$ cat src/rtl/color_request_arbiter_if.sv
// ----------------------------------------------------------------------------
// color_request_arbiter_if
//
// Bundles the request side, credit input, memory side and tracker push of the
// color request arbiter.
//
//   req_valid    [COLORS]            per-color request pending
//   req_addr     [COLORS*ADDR_WIDTH] color i address at [i*ADDR_WIDTH +: ADDR_WIDTH]
//   req_ack      [COLORS]            one-hot, request of color i consumed this cycle
//   credit_ready                     tracker has room for another request
//   mem_valid / mem_addr / mem_tag   registered request toward memory
//   mem_stall                        memory cannot accept the held request
//   push / push_tag                  tracker increment on memory handshake
//
// Modports:
//   master - the arbiter
//   slave  - requesters, tracker and memory as seen by the arbiter
// ----------------------------------------------------------------------------
interface color_request_arbiter_if #(
    parameter int COLORS     = 4,
    parameter int ADDR_WIDTH = 48
);
    localparam int LOG2_COLORS = $clog2(COLORS);

    logic [COLORS-1:0]            req_valid;
    logic [COLORS*ADDR_WIDTH-1:0] req_addr;
    logic [COLORS-1:0]            req_ack;
    logic                         credit_ready;
    logic                         mem_valid;
    logic [ADDR_WIDTH-1:0]        mem_addr;
    logic [LOG2_COLORS-1:0]       mem_tag;
    logic                         mem_stall;
    logic                         push;
    logic [LOG2_COLORS-1:0]       push_tag;

    modport master (
        input  req_valid, req_addr, credit_ready, mem_stall,
        output req_ack, mem_valid, mem_addr, mem_tag, push, push_tag
    );

    modport slave (
        output req_valid, req_addr, credit_ready, mem_stall,
        input  req_ack, mem_valid, mem_addr, mem_tag, push, push_tag
    );
endinterface

$ cat src/rtl/color_request_arbiter.sv
// ----------------------------------------------------------------------------
// color_request_arbiter
//
// Round-robin arbiter in front of the in-flight tracker. Picks one of COLORS
// requesters per cycle when the output slot is free and the tracker grants
// credit, holds the winner in a one-entry output register toward memory, and
// pushes the tag into the tracker on every accepted memory handshake.
//
// Ports:
//   clk  - clock, all state updates on the rising edge
//   rst  - synchronous active-high reset
//   bus  - color_request_arbiter_if.master (request, credit, memory, push)
//
// Build option:
//   COLOR_ARB_FIXED_PRIORITY_EN - when defined, the lowest-numbered valid
//   color always wins and the round-robin pointer is tied to zero.
// ----------------------------------------------------------------------------
module color_request_arbiter #(
    parameter int COLORS     = 4,
    parameter int ADDR_WIDTH = 48
) (
    input  logic                    clk,
    input  logic                    rst,
    color_request_arbiter_if.master bus
);
    localparam int LOG2_COLORS = $clog2(COLORS);

    typedef logic [LOG2_COLORS-1:0] tag_t;
    typedef logic [ADDR_WIDTH-1:0]  addr_t;

    localparam tag_t LAST_COLOR = tag_t'(COLORS - 1);

    logic        mem_valid_q;
    addr_t       mem_addr_q;
    tag_t        mem_tag_q;
    tag_t        ptr;

    logic        slot_free;
    logic        grant;
    tag_t        winner;
    addr_t       winner_addr;
    logic        found_hi;
    tag_t        win_hi;
    tag_t        win_lo;
    logic [COLORS-1:0] ack;

    // The slot frees either because it is empty or because its occupant
    // leaves on this edge, which lets a new grant refill it back to back.
    assign slot_free = !mem_valid_q || !bus.mem_stall;
    assign grant     = !rst && slot_free && bus.credit_ready && (|bus.req_valid);

    // Winner search: scanning from the top down leaves win_lo at the lowest
    // valid color overall and win_hi at the lowest valid color at or above
    // ptr. A hit at or above ptr wins; otherwise the scan wrapped to win_lo.
    // NOTE: every variable written here gets a default first, so no path
    // leaves one unassigned and no latch is inferred.
    always_comb begin
        found_hi    = 1'b0;
        win_hi      = '0;
        win_lo      = '0;
        winner_addr = '0;
        ack         = '0;
        for (int i = COLORS - 1; i >= 0; i--) begin
            if (bus.req_valid[i]) begin
                if (i >= int'(ptr)) begin
                    win_hi   = tag_t'(i);
                    found_hi = 1'b1;
                end
                win_lo = tag_t'(i);
            end
        end
        winner = found_hi ? win_hi : win_lo;
        for (int i = 0; i < COLORS; i++) begin
            if (tag_t'(i) == winner) begin
                winner_addr = bus.req_addr[i*ADDR_WIDTH +: ADDR_WIDTH];
                if (grant) ack[i] = 1'b1;
            end
        end
    end

    // NOTE: state registers use non-blocking assignments so every flop
    // samples pre-edge values regardless of statement order.
    always_ff @(posedge clk) begin
        if (rst) begin
            mem_valid_q <= 1'b0;
            mem_addr_q  <= '0;
            mem_tag_q   <= '0;
        end else if (grant) begin
            mem_valid_q <= 1'b1;
            mem_addr_q  <= winner_addr;
            mem_tag_q   <= winner;
        end else if (slot_free) begin
            // Drained with nothing to refill: address and tag hold.
            mem_valid_q <= 1'b0;
        end
    end

`ifdef COLOR_ARB_FIXED_PRIORITY_EN
    assign ptr = '0;
`else
    always_ff @(posedge clk) begin
        if (rst) begin
            ptr <= '0;
        end else if (grant) begin
            // Explicit wrap so non-power-of-two COLORS never points past the end.
            ptr <= (winner == LAST_COLOR) ? '0 : winner + tag_t'(1);
        end
    end
`endif

    assign bus.req_ack   = ack;
    assign bus.mem_valid = mem_valid_q;
    assign bus.mem_addr  = mem_addr_q;
    assign bus.mem_tag   = mem_tag_q;
    // A request held while rst is high is discarded on the reset edge, so it
    // must not be counted by the tracker.
    assign bus.push      = !rst && mem_valid_q && !bus.mem_stall;
    assign bus.push_tag  = mem_tag_q;

endmodule

$ cat src/flat_wrapper.sv
// flat-port wrapper written by rule: the top's interface ports become plain ports
module color_request_arbiter_flat 
#(
    parameter int COLORS     = 4,
    parameter int ADDR_WIDTH = 48
)
  (clk, rst, bus_req_valid, bus_req_addr, bus_credit_ready, bus_mem_stall, bus_req_ack, bus_mem_valid, bus_mem_addr, bus_mem_tag, bus_push, bus_push_tag);
  color_request_arbiter_if #(.COLORS(COLORS), .ADDR_WIDTH(ADDR_WIDTH)) bus_i ();
  input  logic clk;
  input  logic rst;
  input wire logic [$bits(bus_i.req_valid)-1:0] bus_req_valid;
  input wire logic [$bits(bus_i.req_addr)-1:0] bus_req_addr;
  input wire logic [$bits(bus_i.credit_ready)-1:0] bus_credit_ready;
  input wire logic [$bits(bus_i.mem_stall)-1:0] bus_mem_stall;
  output wire logic [$bits(bus_i.req_ack)-1:0] bus_req_ack;
  output wire logic [$bits(bus_i.mem_valid)-1:0] bus_mem_valid;
  output wire logic [$bits(bus_i.mem_addr)-1:0] bus_mem_addr;
  output wire logic [$bits(bus_i.mem_tag)-1:0] bus_mem_tag;
  output wire logic [$bits(bus_i.push)-1:0] bus_push;
  output wire logic [$bits(bus_i.push_tag)-1:0] bus_push_tag;
  assign bus_i.req_valid = bus_req_valid;
  assign bus_i.req_addr = bus_req_addr;
  assign bus_i.credit_ready = bus_credit_ready;
  assign bus_i.mem_stall = bus_mem_stall;
  assign bus_req_ack = bus_i.req_ack;
  assign bus_mem_valid = bus_i.mem_valid;
  assign bus_mem_addr = bus_i.mem_addr;
  assign bus_mem_tag = bus_i.mem_tag;
  assign bus_push = bus_i.push;
  assign bus_push_tag = bus_i.push_tag;
  color_request_arbiter #(.COLORS(COLORS), .ADDR_WIDTH(ADDR_WIDTH)) u_core (.clk(clk), .rst(rst), .bus(bus_i));
endmodule
$ cat config.mk
export PLATFORM = sky130hd
export DESIGN_NAME = color_request_arbiter_flat
export DESIGN_NICKNAME = d
export VERILOG_FILES = /design/src/rtl/color_request_arbiter_if.sv /design/src/rtl/color_request_arbiter.sv /design/src/flat_wrapper.sv
export SDC_FILE = /design/constraint.sdc
export NUM_CORES = 1
export LEC_CHECK = 0
export BUFFER_PORTS_ARGS = -buffer_cell sky130_fd_sc_hd__buf_2
export CAP_MARGIN = 20
export CORE_AREA = 2 2 100 102
export CTS_CLUSTER_SIZE = 20
export DETAILED_ROUTE_END_ITERATION = 6
export DIE_AREA = 0 0 102 104
export GPL_ROUTABILITY_DRIVEN = 0
export PLACE_DENSITY = 0.72
export SETUP_SLACK_MARGIN = 0.15
export SLEW_MARGIN = 10
export SYNTH_ARGS = -nofsm -noshare
export SYNTH_HDL_FRONTEND = slang
export SYNTH_SLANG_ARGS = --single-unit
$ cat constraint.sdc
create_clock -name clk -period 3.5 [get_ports clk]
set_input_delay 0.35 -clock clk [delete_from_list [all_inputs] [get_ports clk]]
set_output_delay 0.35 -clock clk [all_outputs]
set_load 0.02 [all_outputs]
==> run_results.csv <==
group,metric,value,unit
clock_tree,ctsHoldBuffers,0,
detailed_routing,first_iter_violations,199,
worst_setup_path,worstPathRequired,3.15,ns
detailed_routing,first_pass_iters,5,
worst_setup_path,cp.depth,8,
timing,period_share,0.8485,
synthesis,syn_inst,429,
worst_setup_path,reg2reg_to,"u_core.bus.mem_addr[36]",
floorplan,dieHeight,104,µm
detailed_routing,route.detailed.wl_per_inst,15.01,µm
synthesis,ys_seq_elements,53,
detailed_routing,drt-total-wl,11.73,mm
synthesis,synth_largest_area_cell,"dfxtp_1",
floorplan,coreArea,9549,µm²
power,power_leakage,2.447,nW
synthesis,netlist_top_cells_area,"dfxtp_1 32%, a221o_1 15%, a221oi_1 13%",
timing,fin_ws,0.5301,ns
timing,skew,0.004737,ns
placed_design,io_buffer_count,257,
detailed_routing,drc_errors,0,
layout,drive_gt1_frac,0.4268,
timing,whs,0.2690,ns
layout,filler_cell_count,988,
placed_design,dp_slack,0.6579,ns
synthesis,synthFlopType,"dfxtp_1",
grt,grt_pass1_vias,3938,
worst_hold_path,min_path_cells,2,
clock_tree,cts_buffers,5,
flow_run,cap_violations,0,
synthesis,synth.net_count,633,
timing,relSlewSlack,0.3317,
timing,tns,0,ns
worst_setup_path,cp_max_fo,49,
clock_tree,clk_pin_slew,0.09,ns
clock_tree,clockRootBuffer,"clkbuf_8",
timing,finalCriticalPeriod,2.970,ns
worst_setup_path,path_class,"reg -> out",
detailed_routing,ant_nets,0,
clock_tree,clockBufferDepth,2,
layout,antennaDiodeCount,0,
worst_setup_path,slowest_delay,0.47,ns
status,outcome,"finished clean",
worst_setup_path,r2r_cells,9,
floorplan,fp.dieW,102,µm
grt,overflow,0,
floorplan,start_util,0.3467,
worst_setup_path,crit_start,"u_core.ptr[1]",
worst_setup_path,crit_end,"bus_req_ack[1]",
worst_setup_path,slowest_stage,"buf_4",
worst_setup_path,r2r_start,"u_core.ptr[1]",
worst_hold_path,min_path_type,"in -> reg",
clock_tree,clock_sinks,53,
clock_tree,cts-htree-levels,2,
synthesis,synth.top_cells.by_count,"53 x a21oi_1, 53 x dfxtp_1, 52 x inv_1",
synthesis,async_reset_ff_frac,0,
clock_tree,cts.repair.resized,0,
layout,final-seq-area,1061,µm²
clock_tree,cts_tree,"done",
clock_tree,clk_latency,0.29,ns
synthesis,seq_area_frac_synth,0.3205,
synthesis,synth.distinct_cells,30,
worst_setup_path,r2r_slack,0.62,ns
detailed_routing,via_per_inst,5.326,
grt,track_usage,0.2008,
timing,worstMarginPinSlew,1.002,ns
power,powerDensity,357.5,nW/µm²
worst_setup_path,cp_num_buf_inv,3,
worst_setup_path,cp-end-kind,"output port",
grt,grt_max_degree,98,
grt,grt_pass1_wl,17.71,mm
layout,nets,853,
power,total_power,0.001679,W
worst_setup_path,arrival,2.62,ns
worst_setup_path,crit_chain,"mux2i_1 > nor2_1 > or3_1 > inv_1 > ha_2 > buf_4 > and2_1 > buf_2",
floorplan,rows,36,
timing,setup_viol,0,
worst_setup_path,cp_top_family,"buffers and inverters",
synthesis,synth_edf_count,0,
synthesis,synth_top_area_frac,0.3205,
grt,antenna_found_initial,0,
synthesis,mappedNetlistArea,3311,µm²
detailed_routing,vias,4165,
worst_setup_path,crit_path_start_kind,"flip-flop",
floorplan,io_pins,258,
timing,hold_viol,0,
synthesis,syn-mean-instance-area,7.717,µm²
timing,rsz0062_at_grt,"no",
timing,clock.fmax,336.7,MHz
power,peakVddDrop,195.0,µV
placed_design,dp_hpwl,8.368,mm
floorplan,dieArea,10610,µm²
timing,slew_violations,0,
clock_tree,post_cts_buffers,0,
layout,multi_input_area,1837,µm²
synthesis,ys_warn_count,0,
layout,syn_to_final_growth,41.87,%
[how the worst min path moves through the flow]
| stage | startpoint | endpoint | slack (ns) |
|---|---|---|---|
| 2_1_floorplan | rst | u_core.bus.mem_valid | 0.42 |
| 3_3_place_gp | u_core.bus.mem_addr[4] | u_core.bus.mem_addr[4] | 0.47 |
| 3_5_place_dp | u_core.bus.mem_addr[45] | u_core.bus.mem_addr[45] | 0.48 |
| 4_1_cts | rst | u_core.ptr[1] | 0.26 |
| 5_1_grt | rst | u_core.ptr[1] | 0.25 |
| 6_report | rst | u_core.ptr[1] | 0.27 |
[layout by cell type (no fill, tap or decap), types with 2 or more instances in the layout]
| cell type | instances |
|---|---|
| a221oi_1 | 48 |
| o21ai_0 | 4 |
| nor2_1 | 50 |
| buf_4 | 5 |
| ha_4 | 2 |
| inv_1 | 52 |
| a21oi_1 | 53 |
| nand2_1 | 4 |
| a221o_1 | 48 |
| buf_2 | 257 |
| clkbuf_8 | 6 |
| and2_1 | 4 |
| dfxtp_1 | 53 |
| o21ai_1 | 45 |
[area by class of cell]
cell class                 count  share of cell area
multi-input combinational    274              0.3910
sequential                    53              0.2259
inverter                      52             0.04156
tap                          133             0.03543
clock buffer                   7             0.01838
timing repair buffer         263              0.2877
[per-stage QoR]
stage                 util  cell area [µm²]  instances
floorplan                -             3311        429
global placement    0.4800             4583        774
detailed placement  0.4800             4583        774
CTS                 0.4890             4669        781
global route        0.4919             4697        782
finish              0.4919             4697        782
[power breakdown]
group / internal (W) / leakage, nW / switching (W)
Sequential: 0.000650 / 0.436 / 0.0000257
Combinational: 0.000292 / 1.97 / 0.000364
Clock: 0.000158 / 0.0443 / 0.000190
[cell families (layout without fill, tap and decap cells)]
logic type	after synthesis	count (layout)	synth area share
mux	1	1	0.003024
flops	53	53	0.3205
compound gates	202	202	0.4354
buf+inv	102	322	0.1353
simple gates	67	67	0.09070
fa+ha+maj	4	4	0.01512
[flip-flops by register name (all words and copies together), names as in the netlist]
signal and flops:
u_core.bus.mem_valid 1, u_core.bus.mem_tag 2, u_core.ptr 2, u_core.bus.mem_addr 48
[worst reg2reg max path, stage by stage (launching register included)]
cell      delay, ns
dfxtp_1        0.43
mux2i_1        0.21
nor2_1         0.06
or3_1          0.42
inv_1          0.14
ha_4           0.63
buf_4          0.41
a21oi_1        0.08
a221oi_1       0.32
nor2_1         0.09
[per-layer routing]
layer,part of all wire,global-route usage
met5,0,0
met2,0.51,0.3731
met1,0.40,0.2186
met4,0.017,0.06000
met3,0.078,0.05108
Power figures use the tool's default switching activity.
